==> src/rtl/dec_loop_counter_pkg.sv <==
// Shared state encoding for loop and schedule controllers.
package dec_loop_counter_pkg;

  typedef enum logic [1:0] {
    IDLE = 2'd0,
    RUN  = 2'd1,
    DONE = 2'd2
  } loop_state_t;

endpackage

==> src/rtl/dec_loop_counter_dec.sv <==
// DEC datapath component: unsigned decrement by one.
module dec_loop_counter_dec #(
  parameter int DATAWIDTH = 2
) (
  input  logic [DATAWIDTH-1:0] a,
  output logic [DATAWIDTH-1:0] y
);

  assign y = a - DATAWIDTH'(1);

endmodule

==> src/rtl/dec_loop_counter.sv <==
// Loop-iteration controller: counts a loaded budget down through DEC,
// ticking once per executed iteration and pulsing Done on exhaustion.
//
// state | meaning
// IDLE  | waiting for Start; Count holds its last value
// RUN   | one iteration per non-Hold cycle; Abort returns to IDLE
// DONE  | single-cycle completion pulse, then back to IDLE
module dec_loop_counter
  import dec_loop_counter_pkg::*;
#(
  parameter int DATAWIDTH = 2
) (
  input  logic                 Clk,
  input  logic                 Rst,
  input  logic                 Start,
  input  logic [DATAWIDTH-1:0] Load,
  input  logic                 Hold,
  input  logic                 Abort,
  output logic                 Busy,
  output logic                 Tick,
  output logic                 Done,
  output logic [DATAWIDTH-1:0] Count
);

  loop_state_t          state;
  logic [DATAWIDTH-1:0] count_q;
  logic [DATAWIDTH-1:0] count_dec;

  dec_loop_counter_dec #(
    .DATAWIDTH(DATAWIDTH)
  ) u_dec (
    .a(count_q),
    .y(count_dec)
  );

  always_ff @(posedge Clk) begin
    if (Rst) begin
      state   <= IDLE;
      count_q <= '0;
    end else begin
      case (state)
        IDLE: begin
          if (Start) begin
            count_q <= Load;
            state   <= (Load == '0) ? DONE : RUN;
          end
        end
        RUN: begin
          // Abort wins over Hold and over the final decrement; Count freezes.
          if (Abort) begin
            state <= IDLE;
          end else if (!Hold) begin
            if (count_q == DATAWIDTH'(1)) begin
              count_q <= '0;
              state   <= DONE;
            end else begin
              count_q <= count_dec;
            end
          end
        end
        DONE: begin
          state <= IDLE;
        end
        default: begin
          state <= IDLE;
        end
      endcase
    end
  end

  assign Busy  = (state == RUN);
  assign Tick  = (state == RUN) && !Hold;
  assign Done  = (state == DONE);
  assign Count = count_q;

endmodule

==> config.mk <==
export PLATFORM = sky130hd
export DESIGN_NAME = dec_loop_counter
export DESIGN_NICKNAME = d
export VERILOG_FILES = /design/src/rtl/dec_loop_counter_pkg.sv /design/src/rtl/dec_loop_counter_dec.sv /design/src/rtl/dec_loop_counter.sv
export SDC_FILE = /design/constraint.sdc
export NUM_CORES = 1
export LEC_CHECK = 0
export CORE_AREA = 2 2 39 41
export CTS_BUF_LIST = sky130_fd_sc_hd__clkbuf_4 sky130_fd_sc_hd__clkbuf_8
export DETAILED_ROUTE_END_ITERATION = 10
export DIE_AREA = 0 0 41 43
export GPL_TIMING_DRIVEN = 1
export HOLD_SLACK_MARGIN = 0.06
export SYNTH_ARGS = -nofsm -noshare
export SYNTH_HDL_FRONTEND = slang
export SYNTH_SLANG_ARGS = --single-unit
==> constraint.sdc <==
create_clock -name Clk -period 1.9 [get_ports Clk]
set_input_delay 0.57 -clock Clk [delete_from_list [all_inputs] [get_ports Clk]]
set_output_delay 0.57 -clock Clk [all_outputs]
set_load 0.03 [all_outputs]
== Yosys cells after proc, flatten, opt, wreduce, memory -nomap -nowiden ==
Cells that the tools add are included.

* Add/subtract/negate cells: 1
* $mul: 0
* Div/mod/pow operators: 0
* Order comparisons: 0
* Eq/ne operators: 8
* Shifts and indexed selects: 0
* Mux-type cells: 11
* Bitwise logic cells: 0
* Reduce and logical (&&, ||, !) cells: 7

{| class="wikitable"
|+ Operator list
! cell !! count
|-
| 2-bit 2-to-1 mux || 9
|-
| 2-bit one-hot mux with 2 select lines || 2
|-
| 2-bit != test (second input constant) || 3
|-
| 2-bit by 1-bit == test with 1-bit output (second input constant) || 2
|-
| 2-bit zero test || 2
|-
| 4-bit AND reduction || 1
|-
| 3-bit by 2-bit != test with 1-bit output (second input constant) || 1
|-
| 3-bit != test (second input constant) || 1
|-
| 3-bit AND reduction || 1
|-
| 2-bit == test (second input constant) || 1
|-
| 2-bit nonzero test || 1
|-
| 2-bit by 1-bit subtractor with 2-bit output (second input constant) || 1
|-
| 1-bit logical AND || 1
|-
| 1-bit zero test || 1
|}

* Flip-flop bits (word level): 4
* Latch bits: 0
* Bits in writable memories: 0
* Bits in read-only memories: 0
* Word-level logic and storage cells: 29
* Memories: 0

== Logic depth before layout (Yosys ltp) ==
Gate-level depths: netlist of run 1.

* Depth after elaboration: 5
* Mapped depth: 5

== Cells and area by module ==
A second synthesis of run 1 with hierarchy kept.

* Cells, all modules: 31
* Area, all modules: 246.5 µm²

{| class="wikitable"
|+ By module, submodules not included
! module !! instances !! cells an instance !! area each (µm²) !! sequential area each (µm²)
|-
| dec_loop_counter || 1 || 29 || 234.0 || 80.1
|-
| dec_loop_counter_dec || 1 || 2 || 12.5 || 0.0
|}

== Least setup slack after synthesis of run 1 ==
No wires, ideal clock.

* Path type: register -> output
* From: reg state[0]
* To: out Tick
* Arrival time: 1.466 ns
* Slack: -0.136 ns
* Stages on the path, launching flop included: 4
* Buffers on the path: 1
* Cells stage by stage: dfxtp_1 -> buf_6 -> nor2b_1 -> nor2b_1

* Word-level cells in the longest chain between the ends: 2

{| class="wikitable"
|+ RTL lines
! item !! line !! text
|-
| from (decl) || dec_loop_counter.sv:25 || <nowiki>loop_state_t state;</nowiki>
|-
| from (signal assigned) || dec_loop_counter.sv:45 || <nowiki>state <= (Load == '0) ? DONE : RUN;</nowiki>
|-
| 2-bit by 1-bit == test with 1-bit output || n/a ||
|-
| named net Busy || dec_loop_counter.sv:19 || <nowiki>output logic Busy,</nowiki>
|-
| 1-bit logical AND || dec_loop_counter.sv:72 || <nowiki>assign Tick = (state == RUN) && !Hold;</nowiki>
|-
| to (decl) || dec_loop_counter.sv:20 || <nowiki>output logic Tick,</nowiki>
|}

The timed path passes the listed nets, and every way through them passes these cells.

== Final worst setup path of run 1 ==
* From: in Hold
* To: out Tick

* Word-level cells in the longest chain between the ends: 2

{| class="wikitable"
|+ RTL lines
! item !! line !! text
|-
| from (decl) || dec_loop_counter.sv:17 || <nowiki>input logic Hold,</nowiki>
|-
| 1-bit zero test || dec_loop_counter.sv:72 ||
|-
| 1-bit logical AND || dec_loop_counter.sv:72 ||
|}

Every way passes these cells.

==> qor.txt, run 1 <==
CTS tree - built
Min cycle time layout - 1860 ps
# setup viols final - 0
Worst relative slew slack - 79.2%
I/O pins - 12
Clock buffer depth - 2
R2R cell count - 4
Min-delay src - state[1]
First-pass GRT wire length - 1060 um
FF-to-FF setup slack - 580 ps
Initial core utilization - 20.0%
Ratio of cells with drive above 1 in the final layout - 28.6%
Flops & latches, synth - 4
Number of global-route vias before repair - 282
Post-CTS Hold Buffers - 0
Routed len/inst - 10.2 um
DR DRC count - 0
Main combinational cell family by area after synthesis - simple AND/OR/NAND/NOR gates
Critical Path Fanout Max - 3
Diodes inserted - 0
Pleak - 0.197 nW
Via Count - 293
Post-Synth Adder-Cell Area - 4.52%
Fin. Hold Viols - 0
Core Footprint - 1380 um^2
Crit. Startpoint - Hold
Die width - 41 um
Xor and xnor area share after synthesis - 0%
Fillers - 158
Post-Place Worst Slack - 9.41 ps
Clk root buf - clkbuf_4
Worst setup margin - 44.0 ps
Worst reg2reg path endpoint - Count[1]
Post-CTS setup buffer count - 0
CTS H-tree depth - 1
Post-layout nets - 59
CTS sink cnt - 4
Worst-path clk slew - 30 ps
Synth Instances - 31
Critical path required time - 1330 ps
Setup CP Type - input pin to output port
Die height - 43 um
Post-DP HPWL - 522 um
CP arrival - 1290 ps
Tightest Hold Check Type - flop to flop
Reg2reg start - state[0]
Grt total ovfl - 0
YS warnings - 0
Post-synthesis sequential area ratio - 29.0%
Complex-gate fraction of the synthesized area - 20.4%
Via/cell ratio - 4.51
Initial DRC Count - 1
Syn Nets - 39
Hold Worst Slack - 579 ps
Clock Latency Late Sink - 240 ps
CP Launch Type - input pin
Number of max-cap violations - 0
Multiplexer area fraction after synthesis - 0%
FMAX - 539 MHz
Max-slew violation count - 0
Post-Syn Area - 277 um^2
RePlAce Congestion - 0.830
Total Wirelength - 662 um
Setup_tns - 0 ps
Status - finished clean
Synth-to-layout area growth - 65.2%
Num CTS Buffers - 3
DIE AREA - 1760 um^2
Worst slew pin tran - 312 ps
Antenna viol nets, final - 0
Worst VDD drop - 0.189 mV
Global Route Usage Sum - 10.1%
Number of port buffers - 11
Initial antenna violation count - 0
Pwr/cell area - 650 nW/um^2
Row cnt - 14
Syn avg cell area - 8.92 um^2
Hold Crit Endpoint - state[1]
Worst Hold Path Cells - 2
Worst Skew - 4.13 ps
Simple-Gate Fraction of Synth Area - 39.4%
Worst setup EP type - output port
Crit share post-route - 97.7%
DRT Pass-1 Iters - 3
RSZ-0062 raised after global routing - no
Pin count of the biggest net entering global routing - 11
Unique masters post-synth - 15
per-stage QoR:
stage | std cells | power [W] | area (um^2) | util [%]
after detailed placement | 62 | 0.000194 | 433 | 31.3
after floorplan | 31 | 0.000154 | 282 | -
final | 65 | 0.000297 | 457 | 33.0
after global routing | 65 | 0.000317 | 457 | 33.0
after CTS | 65 | 0.000302 | 454 | 32.8
after global placement | 62 | 0.000194 | 433 | 31.3
cells in the final DEF, fill, tap and decap left out:
cell type        count
a211oi_1             1
a221oi_2             2
a2bb2oi_1            1
and2b_1              2
buf_4                7
clkbuf_4             3
clkdlybuf4s50_1      7
dfxtp_1              4
dlygate4sd2_1        1
dlymetal6s2s_1       1
ha_1                 1
inv_1                2
nor2_1               2
nor2b_1              1
nor2b_2              2
nor3_1               5
nor3b_1              1
nor4b_1              1
o21ai_0              2
or3b_1               3
cells in the mapped netlist:
cell,number,area (um^2)
a2bb2oi_1,1,8.76
a221oi_2,2,30.0
nor2b_1,3,18.8
o21ai_0,2,10.0
nor3_1,5,25.0
or3b_1,3,26.3
inv_1,2,7.51
nor2_1,2,7.51
buf_6,1,11.3
nor3b_1,1,7.51
dfxtp_1,4,80.1
a211oi_1,1,7.51
ha_1,1,12.5
and2b_1,2,15.0
nor4b_1,1,8.76
final cells by class:
| type | count | area, um^2 | share of cell area (%) |
|---|---|---|---|
| tap | 16 | 20.0 | 4.38 |
| multi-input combinational | 24 | 183 | 40.0 |
| sequential | 4 | 80.1 | 17.5 |
| clock buffer | 3 | 22.5 | 4.93 |
| timing repair buffer | 16 | 144 | 31.5 |
| inverter | 2 | 7.51 | 1.64 |
per-layer routing:
| metal | track usage (%) | share of wire, % | vias to the layer above |
|---|---|---|---|
| li1 | - | - | 156 |
| met1 | 10.6 | 45 | 127 |
| met2 | 12.5 | 48 | 8 |
| met3 | 6.28 | 3.8 | 2 |
| met4 | 10.0 | 3.2 | 0 |
| met5 | 0 | 0 | - |
power breakdown:
group / switching (W) / leakage (nW) / internal [W]
Sequential: 0.00000460 / 0.0330 / 0.0000913
Combinational: 0.0000463 / 0.150 / 0.0000492
Clock: 0.0000345 / 0.0138 / 0.0000706
state kept, by name, summed over array words and instances, names as in the netlist:
signal,count
Count,2
state,2
worst max-delay path, cell delays in order:
cell and delay, ps:
clkdlybuf4s50_1 450, nor2b_2 110, buf_4 160
cell families (layout without fill, tap and decap cells):
| group | Yosys count | after routing |
|---|---|---|
| AO/OA/AOI/OAI | 6 | 6 |
| buffers and inverters | 3 | 21 |
| AND/OR/NAND/NOR | 17 | 17 |
| flip-flops | 4 | 4 |
| adder cells (fa/ha/maj) | 1 | 1 |
how the worst max path moves through the flow:
stage	to	cells after the start	slack (ps)
final	Tick	3	40
after global routing	Tick	3	2
after CTS	Count[0]	1	30
after detailed placement	Count[1]	4	9
after global placement	Count[1]	4	20
after floorplan	Tick	3	160
repair_timing:
item,CTS,global route
setup endpoints to repair,1,1
gates resized for setup,1,1
endpoints found under the hold margin,0,0
(Power assumes the default switching activity.)
==> run 2: changes to the inputs <==
clock period = 2.1 ns   (was 1.9 ns; I/O delays follow)
==> qor.txt, run 2 (synthesis gave the netlist of run 1 again) <==
Status - finished clean
Number of global-route vias before repair - 280 (-0.71%)
Pleak - 0.164 nW (-17%)
Critical Path End - Done
Worst Skew - 0.226 ps (-3.90 ps)
Fillers - 152 (-3.8%)
Routed len/inst - 10.3 um (+0.88%)
Fin. Hold Viols - 0 (unchanged)
Die height - 43 um (unchanged)
Critical Path Fanout Max - 3 (unchanged)
Post-layout nets - 56 (-5.1%)
Met1 Usage GRT - 12.2% (+1.6 points)
Initial antenna violation count - 0 (unchanged)
Initial core utilization - 20.0% (unchanged)
Number of max-cap violations - 0 (unchanged)
Most frequent cells in the layout - 9 x clkdlybuf4s50_1, 5 x nor3_1, 4 x dfxtp_1
Crit. Startpoint - state[0]
Reg2reg start - state[0]
CP arrival - 1390 ps (+100 ps)
Setup CP Type - flop to output port
FF-to-FF setup slack - 730 ps (+150 ps)
Global Route Usage Sum - 9.94% (-0.11 points)
DR DRC count - 0 (unchanged)
Tightest Hold Check Type - flop to flop
Critical path required time - 1470 ps (+140 ps)
RePlAce Congestion - 0.699 (-16%)
Pwr Total - 0.000262 W (-12%)
Pwr/cell area - 610 nW/um^2 (-6.1%)
Post-CTS Hold Buffers - 0 (unchanged)
R2R cell count - 4 (unchanged)
Worst-path clk slew - 30 ps (about the same)
Synth-to-layout area growth - 55.2%
Setup_tns - 0 ps (unchanged)
Design Area, Final - 429 um^2 (-6.0%)
# resized after CTS - 1 (unchanged)
CTS tree - built
Post-CTS setup buffer count - 0 (unchanged)
Die width - 41 um (unchanged)
CTS sink cnt - 4 (unchanged)
Diodes inserted - 0 (unchanged)
Ratio of cells with drive above 1 in the final layout - 17.4% (-11 points)
# setup viols final - 0 (unchanged)
Antenna viol nets, final - 0 (unchanged)
Via/cell ratio - 4.60 (+2.0%)
Most common cell after layout, fill and taps aside - clkdlybuf4s50_1
Row cnt - 14 (unchanged)
Core Footprint - 1380 um^2 (unchanged)
Reg area - 80.1 um^2 (unchanged)
Worst VDD drop - 0.222 mV (+17%)
Initial DRC Count - 5 (+4)
Worst relative slew slack - 71.3% (-7.9 points)
Worst reg2reg path endpoint - Count[1]
Clock buffer depth - 2 (unchanged)
Dpl cell area - 408 um^2 (-5.8%)
CTS H-tree depth - 1 (unchanged)
Total Wirelength - 637 um (-3.8%)
Met3 usage - 4.71% (-1.6 points)
Via Count - 285 (-2.7%)
FMAX - 494 MHz
Grt total ovfl - 0 (unchanged)
Pin count of the biggest net entering global routing - 10 (-1)
Grt met2 use - 13.4% (+0.94 points)
Crit share post-route - 96.3%
Max-slew violation count - 0 (unchanged)
Clk root buf - clkbuf_4
Num CTS Buffers - 3 (unchanged)
Min cycle time layout - 2020 ps
Clock Latency Late Sink - 230 ps (about the same)
I/O pins - 12 (unchanged)
CP Launch Type - flop
Area of the multi-input gates - 178 um^2 (-2.7%)
Worst setup EP type - output port
DRT Pass-1 Iters - 2 (-1)
Most Crowded Layer GR - met2
Worst slew pin tran - 424 ps (+112 ps)
First-pass GRT wire length - 1120 um (+6.5%)
Post-DP HPWL - 510 um (-2.3%)
DIE AREA - 1760 um^2 (unchanged)
Number of port buffers - 11 (unchanged)
RSZ-0062 raised after global routing - no
[run 2: changes by cell type in the layout (fill, tap and decap cells not counted), sizes merged]
cell,change
buf,-4
clkdlybuf4s50,+2
dlymetal6s2s,-1
[run 2: worst max-delay path, cell delays in order, from the launching register on]
cell and delay [ps]:
dfxtp_1 310, and2b_1 190, clkdlybuf4s50_1 660
[run 2: how the worst min path moves through the flow]
| stage | startpoint | end | slack, ps | cells past startpoint |
|---|---|---|---|---|
| 4_1_cts | state[1] | state[0] | 600 | 2 |
| 3_3_place_gp | state[1] | state[1] | 600 | 2 |
| 2_1_floorplan | state[1] | state[0] | 540 | 1 |
| 3_5_place_dp | state[1] | state[0] | 600 | 2 |
| 6_report | state[1] | state[0] | 600 | 2 |
| 5_1_grt | state[1] | state[0] | 640 | 2 |
[run 2: final cells by class]
cell class / instances / area share, %
Timing Repair Buffer: 13 / 28.3
Tap cell: 16 / 4.66
Multi-Input combinational cell: 24 / 41.4
Clock buffer: 3 / 5.25
Inverter: 2 / 1.75
Sequential cell: 4 / 18.7
[run 2: where the power goes]
| group | switching [W] | internal, W |
|---|---|---|
| logic | 0.0000402 | 0.0000413 |
| clock network | 0.0000288 | 0.0000637 |
| registers | 0.00000511 | 0.0000827 |
[run 2: metal layers]
metal	vias up	part of all wire, %
li1	146	-
met1	129	47
met2	10	47
met3	0	5.7
met4	0	0
met5	-	0
[run 2: stage by stage]
stage	utilization, %	setup WS [ps]	instances	hold WS (ps)
2_1_floorplan	-	4.02	31	544
3_3_place_gp	29.5	93.5	59	601
3_5_place_dp	29.5	95.6	59	595
4_1_cts	31.0	58.3	62	599
5_1_grt	31.0	8.85	62	644
6_report	31.0	76.9	62	597
==> run 3: changes to the inputs <==
ABC_AREA = 1   (was default)
REMOVE_ABC_BUFFERS = 1   (was default)
==> qor.txt, run 3 <==
Total Wirelength - 589 um (-7.5%)
Fin. Hold Viols - 0 (unchanged)
Pleak - 0.215 nW (+31%)
Area contributors post-synth - dfxtp_1 29%, nand2_1 20%, nor2_1 12%
Fillers - 170 (+12%)
Post-Syn Area - 279 um^2 (+0.91%)
Setup_tns - 0 ps (unchanged)
Die width - 41 um (unchanged)
Setup CP Type - input pin to output port
Ratio of cells with drive above 1 in the final layout - 12.9% (-4.5 points)
Sw frac - 31.4% (+3.1 points)
YS warnings - 0 (unchanged)
Synth Instances - 48 (+55%)
Hold Crit Endpoint - Count[0]
CP arrival - 1340 ps (-50 ps)
Post-CTS Hold Buffers - 0 (unchanged)
R2R cell count - 6 (+2)
Grt total ovfl - 0 (unchanged)
RePlAce Congestion - 0.641 (-8.3%)
Most frequent cells after synthesis - 15 x nand2_1, 9 x nor2_1, 8 x inv_1, 4 x dfxtp_1, 3 x nand3_1
Crit share post-route - 94.0% (-2.3 points)
Worst relative slew slack - 79.6% (+8.3 points)
Post-Place Worst Slack - 124 ps (+28.2 ps)
DRT Pass-1 Iters - 2 (unchanged)
Worst setup margin - 125 ps (+48.5 ps)
# resized after CTS - 2 (+1)
Diodes inserted - 0 (unchanged)
CTS tree - built
Flops & latches, synth - 4 (unchanged)
Syn avg cell area - 5.81 um^2 (-35%)
Int Pwr - 0.000186 W (-1.1%)
Min cycle time layout - 1970 ps (-48.5 ps)
Post-DP HPWL - 508 um (-0.37%)
Clock Latency Late Sink - 230 ps (about the same)
CP Launch Type - input pin
CTS sink cnt - 4 (unchanged)
Flop pwr share - 33.2% (-0.3 points)
CTS H-tree depth - 1 (unchanged)
Antenna viol nets, final - 0 (unchanged)
FMAX - 506 MHz (+2.5%)
Num CTS Buffers - 3 (unchanged)
Max incr delay on CP - 500 ps (-160 ps)
Dpl cell area - 407 um^2 (-0.31%)
Critical Path Fanout Max - 3 (unchanged)
Worst VDD drop - 0.177 mV (-20%)
Global Route Usage Sum - 8.83% (-1.1 points)
Most frequent cell after synthesis - nand2_1
Core Footprint - 1380 um^2 (unchanged)
Comb power frac - 32.0% (+0.9 points)
RSZ-0062 raised after global routing - no
Post-synthesis sequential area ratio - 28.7% (-0.26 points)
Pwr/cell area - 635 nW/um^2 (+4.0%)
Via/cell ratio - 4.04 (-12%)
I/O pins - 12 (unchanged)
Routed len/inst - 7.55 um (-27%)
Reg2reg start - Count[0]
Min-delay src - Count[0]
Unique masters post-synth - 13 (-2)
Number of global-route vias before repair - 286 (+2.1%)
Slowest CP cell - clkdlybuf4s50_1
Post-Route Utilization - 30.8% (-0.18 points)
Initial core utilization - 20.2% (+0.18 points)
P_sw - 0.0000850 W (+15%)
Worst Hold Path Cells - 2 (unchanged)
Die height - 43 um (unchanged)
Worst setup EP type - output port
Worst-path cell chain - clkdlybuf4s50_1, nor2_1, buf_4
Multiplexer area fraction after synthesis - 0% (unchanged)
Worst-path clk slew - 40 ps (about the same)
Yosys top cell area share - 28.7% (-0.26 points)
Yosys top cell by area - dfxtp_1
Most frequent cells in the layout - 15 x nand2_1, 9 x nor2_1, 8 x inv_1, 8 x clkdlybuf4s50_1, 4 x dfxtp_1
# setup viols final - 0 (unchanged)
Row cnt - 14 (unchanged)
Worst Skew - 1.60 ps (+1.37 ps)
Critical path required time - 1470 ps (about the same)
Synth-to-layout area growth - 52.9%
Most common cell after layout, fill and taps aside - nand2_1
Tightest Hold Check Type - flop to flop
Clock share of power - 34.8% (-0.5 points)
Complex-gate fraction of the synthesized area - 5.38% (-15 points)
Hold Worst Slack - 513 ps (-84.7 ps)
DR DRC count - 0 (unchanged)
FF-to-FF setup slack - 970 ps (+240 ps)
Max-slew violation count - 0 (unchanged)
Pin count of the biggest net entering global routing - 6 (-4)
Post-Synth Adder-Cell Area - 4.48% (-0.041 points)
Post-CTS setup buffer count - 0 (unchanged)
Number of max-cap violations - 0 (unchanged)
DIE AREA - 1760 um^2 (unchanged)
Number of port buffers - 11 (unchanged)
FFs w/ async S/R, synth - 0% (unchanged)
Delay-heaviest family, CP - buffers and inverters
Clk root buf - clkbuf_4
Main combinational cell family by area after synthesis - simple AND/OR/NAND/NOR gates
First-pass GRT wire length - 993 um (-12%)
Initial DRC Count - 1 (-4)
Worst slew pin tran - 304 ps (-120 ps)
CP bufs+invs - 2 (+1)
Status - finished clean
Clock buffer depth - 2 (unchanged)
Via Count - 315 (+11%)
Initial antenna violation count - 0 (unchanged)
Xor and xnor area share after synthesis - 0% (unchanged)
Cell count along the critical path - 3 (+1)
Simple-Gate Fraction of Synth Area - 50.7% (+11 points)
Post-synth EDFFs - 0 (unchanged)
Design Area, Final - 427 um^2 (-0.58%)
Synth Flop Type - dfxtp_1
Post-layout nets - 72 (+29%)
Worst reg2reg path endpoint - state[1]
-- run 3: cell count changes after synthesis, moves of 2 or more --
cell      change
nand3_1       +3
inv_1         +6
a221oi_2      -2
nor2_1        +7
nor3_1        -5
nand2_1      +15
and2b_1       -2
a21oi_1       +2
nor2b_1       -3
or3b_1        -3
-- run 3: worst max-delay path by stage --
stage,to,slack (ps),startpoint
after detailed placement,Tick,120,Hold
after global placement,Tick,140,Hold
after global routing,Tick,70,Hold
after CTS,Tick,120,Hold
final,Tick,130,Hold
after floorplan,Tick,430,Hold
-- run 3: final cells by class --
class	instances	area, um^2	area share [%]
flip-flops and latches	4	80.1	18.8
inverters	8	30.0	7.04
clock buffers	3	22.5	5.28
repair buffers	11	105	24.6
well taps	16	20.0	4.69
multi-input cells	36	169	39.6
-- run 3: per-stage QoR --
stage	instances	power [W]
finish	78	0.000271
global route	78	0.000289
CTS	78	0.000277
detailed placement	75	0.000181
global placement	75	0.000181
floorplan	48	0.000146
-- run 3: layer usage --
layer  part of all wire (%)  vias up  track usage, %  routed length (um)
met5                      0        -               0                   0
met4                    4.1        0            10.0                  24
met3                    8.7        4            3.14                  51
met2                     43       10            11.9                 253
met1                     44      129            9.29                 260
li1                       -      172               -                   -
-- run 3: kinds of logic (layout without fill, tap and decap cells) --
kind of cell	Yosys count	after routing
compound gates	3	3
fa+ha+maj	1	1
buf+inv	8	22
flops	4	4
simple gates	32	32
-- run 3: worst register-to-register path: cells and delay by family, from the launching register on --
family,cells,cell delay (ps)
buf+inv,1,50
fa+ha+maj,1,150
flops,1,360
simple gates,4,510
-- run 3: power groups by stage --
stage	registers, W	clock network (W)	logic [W]
finish	0.0000899	0.0000942	0.0000866
global route	0.0000908	0.0000995	0.0000990
CTS	0.0000901	0.0000988	0.0000883
detailed placement	0.0000914	0	0.0000896
global placement	0.0000911	0	0.0000904
floorplan	0.0000991	0	0.0000468
